**src/rtl/snake_ctrl.sv**
```systemverilog
// rtl/snake_ctrl.sv - snake head movement controller
//
// Purpose: divides frame_tick down to a step rate, arbitrates button requests
// into a legal direction (no 180-degree reversal), advances the head one cell
// per step, detects wall collisions and runs the IDLE/RUN/DEAD game state.
//
// Ports:
//   clk, rst              - clock, asynchronous active-high reset
//   frame_tick            - one-cycle pulse per video frame
//   start                 - begin game (IDLE) or restart (DEAD)
//   btn_up/down/left/right - level direction requests, priority up>down>left>right
//   head_x, head_y        - head top-left coordinate
//   direction             - 000 stop, 001 up, 010 down, 011 left, 100 right
//   step                  - one-cycle pulse when the head moved
//   running, game_over    - high in RUN / DEAD
module snake_ctrl #(
  parameter int SIZE           = 25,
  parameter int BIT            = 10,
  parameter int X_START        = 300,
  parameter int Y_START        = 300,
  parameter int X_MAX          = 640,
  parameter int Y_MAX          = 480,
  parameter int TICKS_PER_STEP = 8
) (
  input  logic           clk,
  input  logic           rst,
  input  logic           frame_tick,
  input  logic           start,
  input  logic           btn_up,
  input  logic           btn_down,
  input  logic           btn_left,
  input  logic           btn_right,
  output logic [BIT-1:0] head_x,
  output logic [BIT-1:0] head_y,
  output logic [2:0]     direction,
  output logic           step,
  output logic           running,
  output logic           game_over
);

  localparam int CW = (TICKS_PER_STEP > 1) ? $clog2(TICKS_PER_STEP) : 1;
  localparam logic [CW-1:0] CNT_LAST = CW'(TICKS_PER_STEP - 1);

  // Collision arithmetic is one bit wider than the coordinates so sums never wrap.
  localparam logic [BIT:0] SIZE_E  = (BIT+1)'(SIZE);
  localparam logic [BIT:0] SIZE2_E = (BIT+1)'(2 * SIZE);
  localparam logic [BIT:0] XMAX_E  = (BIT+1)'(X_MAX);
  localparam logic [BIT:0] YMAX_E  = (BIT+1)'(Y_MAX);

  localparam logic [BIT-1:0] SIZE_B = BIT'(SIZE);
  localparam logic [BIT-1:0] XS_B   = BIT'(X_START);
  localparam logic [BIT-1:0] YS_B   = BIT'(Y_START);

  localparam logic [2:0] DIR_STOP  = 3'd0;
  localparam logic [2:0] DIR_UP    = 3'd1;
  localparam logic [2:0] DIR_DOWN  = 3'd2;
  localparam logic [2:0] DIR_LEFT  = 3'd3;
  localparam logic [2:0] DIR_RIGHT = 3'd4;

  typedef enum logic [1:0] {
    S_IDLE = 2'd0,
    S_RUN  = 2'd1,
    S_DEAD = 2'd2
  } state_t;

  state_t         state_q, state_d;
  logic [BIT-1:0] x_q, x_d, y_q, y_d;
  logic [2:0]     dir_q, dir_d, pend_q, pend_d;
  logic [CW-1:0]  cnt_q, cnt_d;
  logic           step_q, step_d;
  logic           running_q, running_d;
  logic           over_q, over_d;

  logic [2:0]     req_dir;
  logic           req_ok;
  logic [2:0]     step_dir;
  logic           hit;
  logic [BIT-1:0] mv_x, mv_y;

  function automatic logic [2:0] opposite_dir(input logic [2:0] d);
    case (d)
      DIR_UP:    return DIR_DOWN;
      DIR_DOWN:  return DIR_UP;
      DIR_LEFT:  return DIR_RIGHT;
      DIR_RIGHT: return DIR_LEFT;
      default:   return DIR_STOP;
    endcase
  endfunction

  // Only the highest-priority button is considered; if it is illegal the
  // lower-priority buttons are not consulted.
  always_comb begin
    req_dir = DIR_STOP;
    if (btn_up)         req_dir = DIR_UP;
    else if (btn_down)  req_dir = DIR_DOWN;
    else if (btn_left)  req_dir = DIR_LEFT;
    else if (btn_right) req_dir = DIR_RIGHT;
  end

  assign req_ok   = (req_dir != DIR_STOP) && (req_dir != dir_q) &&
                    (req_dir != opposite_dir(dir_q));
  // A request accepted in the step cycle itself takes effect on that step.
  assign step_dir = req_ok ? req_dir : pend_q;

  always_comb begin
    hit  = 1'b0;
    mv_x = x_q;
    mv_y = y_q;
    case (step_dir)
      DIR_UP: begin
        hit  = {1'b0, y_q} < SIZE_E;
        mv_y = y_q - SIZE_B;
      end
      DIR_DOWN: begin
        hit  = ({1'b0, y_q} + SIZE2_E) > YMAX_E;
        mv_y = y_q + SIZE_B;
      end
      DIR_LEFT: begin
        hit  = {1'b0, x_q} < SIZE_E;
        mv_x = x_q - SIZE_B;
      end
      DIR_RIGHT: begin
        hit  = ({1'b0, x_q} + SIZE2_E) > XMAX_E;
        mv_x = x_q + SIZE_B;
      end
      default: ;
    endcase
  end

  always_comb begin
    state_d = state_q;
    x_d     = x_q;
    y_d     = y_q;
    dir_d   = dir_q;
    pend_d  = pend_q;
    cnt_d   = cnt_q;
    step_d  = 1'b0;
    case (state_q)
      S_IDLE: begin
        x_d   = XS_B;
        y_d   = YS_B;
        dir_d = DIR_STOP;
        cnt_d = '0;
        if (req_ok) begin
          state_d = S_RUN;
          dir_d   = req_dir;
          pend_d  = req_dir;
        end else if (start) begin
          state_d = S_RUN;
          dir_d   = DIR_RIGHT;
          pend_d  = DIR_RIGHT;
        end
      end
      S_RUN: begin
        if (req_ok) pend_d = req_dir;
        if (frame_tick) begin
          if (cnt_q == CNT_LAST) begin
            cnt_d = '0;
            if (hit) begin
              state_d = S_DEAD;
            end else begin
              x_d    = mv_x;
              y_d    = mv_y;
              dir_d  = step_dir;
              pend_d = step_dir;
              step_d = 1'b1;
            end
          end else begin
            cnt_d = cnt_q + CW'(1);
          end
        end
      end
      S_DEAD: begin
        if (start) begin
          state_d = S_IDLE;
          x_d     = XS_B;
          y_d     = YS_B;
          dir_d   = DIR_STOP;
          cnt_d   = '0;
        end
      end
      default: state_d = S_IDLE;
    endcase
    running_d = (state_d == S_RUN);
    over_d    = (state_d == S_DEAD);
  end

  always_ff @(posedge clk or posedge rst) begin
    if (rst) begin
      state_q   <= S_IDLE;
      x_q       <= XS_B;
      y_q       <= YS_B;
      dir_q     <= DIR_STOP;
      pend_q    <= DIR_STOP;
      cnt_q     <= '0;
      step_q    <= 1'b0;
      running_q <= 1'b0;
      over_q    <= 1'b0;
    end else begin
      state_q   <= state_d;
      x_q       <= x_d;
      y_q       <= y_d;
      dir_q     <= dir_d;
      pend_q    <= pend_d;
      cnt_q     <= cnt_d;
      step_q    <= step_d;
      running_q <= running_d;
      over_q    <= over_d;
    end
  end

  assign head_x    = x_q;
  assign head_y    = y_q;
  assign direction = dir_q;
  assign step      = step_q;
  assign running   = running_q;
  assign game_over = over_q;

endmodule

```
**config.mk**
```make
export PLATFORM = sky130hd
export DESIGN_NAME = snake_ctrl
export DESIGN_NICKNAME = d
export VERILOG_FILES = /design/src/rtl/snake_ctrl.sv
export SDC_FILE = /design/constraint.sdc
export NUM_CORES = 1
export LEC_CHECK = 0
export BUFFER_PORTS_ARGS = -buffer_cell sky130_fd_sc_hd__buf_2
export CORE_UTILIZATION = 64
export CTS_CLUSTER_SIZE = 14
export DETAILED_ROUTE_END_ITERATION = 6
export GPL_TIMING_DRIVEN = 0
export PLACE_DENSITY = 0.88
export SLEW_MARGIN = 20
export SYNTH_ARGS = -nofsm -noshare
export SYNTH_HDL_FRONTEND = slang
export SYNTH_SLANG_ARGS = --single-unit
```
**constraint.sdc**
```tcl
create_clock -name clk -period 5.8 [get_ports clk]
set_input_delay 0.87 -clock clk [delete_from_list [all_inputs] [get_ports clk]]
set_output_delay 0.87 -clock clk [all_outputs]
set_load 0.05 [all_outputs]
```
Word level (Yosys, flattened, before mapping) --
Cells that the tools add are included.
Cells by class: add/sub/neg operators 7, multipliers 0, div/mod/pow operators 0, order comparisons 4, equality and inequality tests 22, shift-type cells 0, multiplexer cells 42, bitwise logic cells 0, reduce and logical (&&, ||, !) cells 11
Operator list (count):
- two-way mux 10 bit | 7
- one-hot mux 10 bit (3 select lines) | 2
- two-way mux 3 bit | 15
- one-hot mux 10 bit (2 select lines) | 2
- adder 10 x 6 -> 11 bit, second input constant | 2
- adder 10 x 5 -> 10 bit, second input constant | 2
- < comparator 10 x 5 -> 1 bit, second input constant | 2
- subtractor 10 x 5 -> 10 bit, second input constant | 2
- one-hot mux 3 bit (3 select lines) | 2
- equality test 3 x 2 -> 1 bit, second input constant | 4
- two-way mux 2 bit | 6
- one-hot mux 3 bit (4 select lines) | 1
- AND reduction 6 bit | 2
- > comparator 11 x 10 -> 1 bit, second input constant | 1
- > comparator 11 x 9 -> 1 bit, second input constant | 1
- equality test 3 bit, second input constant | 3
- != test 2 bit, second input constant | 4
- equality test 3 x 1 -> 1 bit, second input constant | 2
- != test 3 x 1 -> 1 bit, second input constant | 2
- != test 3 bit | 2
- one-hot mux 2 bit (3 select lines) | 1
- one-hot mux 3 bit (2 select lines) | 1
- nonzero test 3 bit | 2
- AND reduction 5 bit | 1
- 11 further kinds | 17
Word-level totals: flip-flop bits (word level) 34, latch bits 0, memory bits (writable) 0, ROM bits 0, bits of input ports 8, output and inout port bits 26, memories 0

Longest topological paths before layout --
word-level depth 15, depth in mapped cells 12

Worst setup path before layout --
OpenSTA, ideal clock, no wires.
path type input port to flip-flop, from in btn_down, to reg dir_q[0], in the netlist direction[0], arrival 3352 ps, data required time 5672 ps, setup slack 2321 ps, stages on the path 11, cell sequence buf_2 nor3_1 a21boi_1 nor3_2 mux2_4 nor4_4 a32oi_2 and2_1 buf_2 o21ai_2 mux2_1
On the way: word-level cells in the longest chain between the ends 10, elaborated cells on any way between the ends 20
Ends and longest elaborated chain:
- start: declaration | line 30 | input logic btn_down,
- two-way mux 3 bit (*) | line 95 | else if (btn_down) req_dir = DIR_DOWN;
- two-way mux 3 bit (*) | line 94 | if (btn_up) req_dir = DIR_UP;
- != test 3 bit or nonzero test 3 bit (tied branches) | line 100 | assign req_ok = (req_dir != DIR_STOP) && (req_dir != dir_q) &&
- logical AND 1 bit (2 in series) | line 100
- two-way mux 3 bit | line 103 | assign step_dir = req_ok ? req_dir : pend_q;
- equality test 3 bit (tied with other cells) | line 109 | case (step_dir)
- one-hot mux 1 bit (4 select lines) or two-way mux 3 bit (tied branches) | line 109, 157
- != test 2 bit (no source line) or two-way mux 3 bit (tied branches)
- AND reduction 5 bit (no source line) or one-hot mux 3 bit (3 select lines) (tied branches)
- end signal: assignment | line 203 | dir_q <= dir_d;
- end: declaration | line 68 | logic [2:0] dir_q, dir_d, pend_q, pend_d;
Every way passes the cells marked *; elsewhere a longest branch is shown, timed or not. The select of a mux whose other input is x is not followed. A chain may end at the register's enable or synchronous reset.

Final worst setup path --
from in btn_up, to reg dir_q[1], in the netlist direction[1]
On the way: word-level cells in the longest chain between the ends 9, elaborated cells on any way between the ends 19
Ends and longest elaborated chain:
- start: declaration | line 29 | input logic btn_up,
- two-way mux 3 bit (*) | line 94
- != test 3 bit or nonzero test 3 bit (tied branches) | line 100
- logical AND 1 bit (2 in series) | line 100
- two-way mux 3 bit | line 103
- equality test 3 bit (tied with other cells) | line 109
- one-hot mux 1 bit (4 select lines) or two-way mux 3 bit (tied branches) | line 109, 157
- != test 2 bit (no source line) or two-way mux 3 bit (tied branches)
- AND reduction 5 bit (no source line) or one-hot mux 3 bit (3 select lines) (tied branches)
Marked as above.

==> reports/qor.csv <==
stage,metric,value,unit
run_status,status,"finished, violations left",
run_status,failing checks,DRC,
timing,slew margin rel.,40.2,%
finish,Ant. Diodes,0,
worst_setup_path,crit path DAT,3900,ps
finish,fillers,328,
logic_synthesis,YS warnings,0,
die,die area,0.00498,sq mm
logic_synthesis,largest cells by area after synthesis,"dfrtp_1 (22%), ha_1 (7.5%), dfstp_2 (7.0%)",
die,core area,0.00444,sq mm
cts,"CTS clk-pin slew, worst paths",80,ps
logic_synthesis,post-synth top area share,21.6,%
die,Starting Density,67.8,%
cts,H-tree depth,2,
detailed_routing,average wire per cell in the routed design,16.3,microns
logic_synthesis,#FFs+latches synth,34,
worst_setup_path,Critical Setup Path Class,in -> reg,
logic_synthesis,Mapped Area,0.00301,sq mm
logic_synthesis,largest family of logic cells by synthesized area,simple AND/OR/NAND/NOR gates,
timing,crit path time final,3720,ps
logic_synthesis,"Top FF cell, synth",dfrtp_1,
worst_setup_path,CP endpoint,direction[1],
detailed_routing,DRC viols,4,
worst_setup_path,CP Max Fanout,10,
logic_synthesis,Post-synth EDFFs,0,
detailed_routing,WL final,7.44,mm
cts,clk_lat worst skew,300,ps
cts,CTS tree,yes,
detailed_routing,Via Count,2959,
timing,Setup Skew,5.98,ps
logic_synthesis,cell taking the most area after synthesis,dfrtp_1,
timing,Final setup viols,0,
logic_synthesis,adder-cell share of the synthesized area,7.48,%
cts,Hold Buf Count CTS,0,
grt,gr ovfl total,0,
finish,layout cells sized above 1,20.5,%
timing,RSZ-0062 raised after global routing,false,
timing,Worst-Margin Slew,890,ps
timing,setup TNS,0,ps
worst_setup_path,FF-to-FF End,direction[1],
placed_design,hpwl dp,5.14,mm
die,Die X,70.6,microns
logic_synthesis,Post-Syn Nets,390,
worst_setup_path,worst path required time,5980,ps
pwr,worst vdd ir,0.000303,V
finish,Final #Nets,429,
cts,clock tree buffer depth,2,
detailed_routing,1st-iter DRT viols,287,
pwr,Leak,1.52,nW
detailed_routing,Vias/cell,6.49,
cts,post_cts resized,0,
logic_synthesis,Synth Area in Compound Gates,22.2,%
cts,Post-CTS Setup Bufs,0,
grt,largest net degree at the start of global routing,35,
detailed_routing,number of routed nets with antenna violations,0,
grt,global-route wire length before repair,12.5,mm
worst_setup_path,CP Launch Type,input pin,
die,IO Pins,34,
cts,CTS buffer count,5,
logic_synthesis,"FFs w/ async S/R, synth",100,%
timing,worst setup margin,2080,ps
worst_setup_path,"setup slack, reg-to-reg",2400,ps
logic_synthesis,Yosys cell types,71,
grt,vias in the first global route,2816,
placed_design,port bufs,32,
finish,area growth from synthesis to layout,12.0,%
timing,achievable frequency,269,MHz
worst_setup_path,crit path from,btn_up,
logic_synthesis,synthesized instance count,364,
timing,fin crit share,64.1,%
hold_path,HP Class,reg -> reg,
grt,initial antenna violation count,0,
logic_synthesis,XOR/XNOR share of the synthesized area,1.16,%
cts,Clock Sinks,34,
cts,root buffer cell,clkbuf_8,
die,num rows,24,
job,max-cap viol count,0,
placed_design,Final GP Congestion,0.891,
placed_design,DP Worst Slack,1810,ps
worst_setup_path,R2R cell count,11,
detailed_routing,Initial DRT Pass Iterations,7,
logic_synthesis,Syn Area/Cell,8.27,sq um
timing,final count of hold timing violations,0,
die,Chip Height,70.6,microns
logic_synthesis,simple-gate share of the synthesized area,28.5,%
grt,Total Routing Usage GR,31.3,%
pwr,Final Total Pwr,0.00144,W
logic_synthesis,multiplexer share of the synthesized area,5.94,%
logic_synthesis,post-synthesis sequential area ratio,28.6,%
worst_setup_path,CP Capture Type,flop,
pwr,Power Dens Cells,427,mW/mm^2
timing,Final Max Tran Viols,0,
worst_setup_path,Critical R2R Launch,direction[1],
==> layout make-up <==
class                           instances  area, sq um  share of cell area [%]
Clock inverter                          3         68.8                    2.04
Multi-Input combinational cell        291         1970                    58.3
Sequential cell                        34          861                    25.5
Tap cell                               52         65.1                    1.93
Clock buffer                            5         68.8                    2.04
Inverter                               15         56.3                    1.67
Buffer                                 24          128                    3.78
Timing Repair Buffer                   32          160                    4.75
==> cell usage in the layout (no fill, tap or decap), types with 15 or more instances in the layout <==
master	n
a21oi_1	20
nand3_1	16
nor3_1	15
o21ai_0	17
buf_2	38
dfrtp_1	26
nor2_1	31
ha_1	18
nand2_1	29
==> per-stage QoR <==
| step | cell area, sq um | std cells | hold slack [ps] | util, % |
|---|---|---|---|---|
| after floorplan | 3010 | 364 | 443 | - |
| after global placement | 3240 | 448 | 459 | 72.8 |
| after detailed placement | 3240 | 448 | 466 | 72.8 |
| after CTS | 3370 | 456 | 483 | 75.9 |
| after global routing | 3370 | 456 | 508 | 75.9 |
| final | 3370 | 456 | 477 | 75.9 |
==> logic make-up (layout without fill, tap and decap cells) <==
| group | after synthesis | after routing |
|---|---|---|
| AOI/OAI and AO/OA | 96 | 96 |
| DFF | 34 | 34 |
| and+or+nand+nor | 156 | 156 |
| muxes | 17 | 17 |
| buffers and inverters | 39 | 79 |
| xor gates and xnor gates | 4 | 4 |
| adders and majority gates | 18 | 18 |
==> worst max-delay path, stage by stage <==
cell and delay, ps:
buf_2 110, buf_2 170, o21bai_1 190, a21oi_2 120, nor3_2 400, mux2_4 420, nor4_4 490, a32oi_2 190
and2_1 190, buf_2 170, o21ai_2 220, mux2_1 350
==> synthesized netlist by cell type (4+ instances only) <==
| master | number |
|---|---|
| nor2_1 | 31 |
| nand2_1 | 29 |
| dfrtp_1 | 26 |
| a21oi_1 | 20 |
| ha_1 | 18 |
| o21ai_0 | 17 |
| nand3_1 | 16 |
| nor3_1 | 15 |
| inv_1 | 14 |
| clkbuf_1 | 13 |
| mux2i_1 | 13 |
| or3_1 | 10 |
| o31ai_1 | 9 |
| a31oi_1 | 8 |
| dfstp_2 | 8 |
| nand2b_1 | 8 |
| buf_2 | 6 |
| nor2b_1 | 6 |
| or4_1 | 6 |
| a21o_1 | 4 |
| and3_1 | 4 |
| nand4_1 | 4 |
| nor4_1 | 4 |
==> state kept, by name, summed over array words and instances, names as in the netlist, 2 cells and up <==
| signal | cells |
|---|---|
| cnt_q | 3 |
| direction | 3 |
| head_x | 10 |
| head_y | 10 |
| pend_q | 3 |
| state_q | 2 |
==> power breakdown <==
| part | switching (W) | internal, W | total (W) |
|---|---|---|---|
| Combinational | 0.000530 | 0.000289 | 0.000820 |
| Clock | 0.000103 | 0.000172 | 0.000276 |
| Sequential | 0.0000535 | 0.000291 | 0.000344 |
==> routing by layer <==
metal	part of all wire, %	vias up	GRT usage [%]
met5	0	-	0
met4	1.4	0	12.0
met3	5.7	14	5.84
met2	50	112	53.8
met1	43	1430	39.3
li1	-	1403	-
==> worst min path at each step <==
stage	start	endpoint	cells past startpoint
floorplan	cnt_q[1]	cnt_q[1]	2
global placement	cnt_q[2]	cnt_q[2]	2
detailed placement	cnt_q[1]	cnt_q[1]	2
CTS	cnt_q[1]	cnt_q[1]	2
global route	cnt_q[1]	cnt_q[1]	2
finish	cnt_q[1]	cnt_q[1]	2
(Power assumes the default switching activity.)
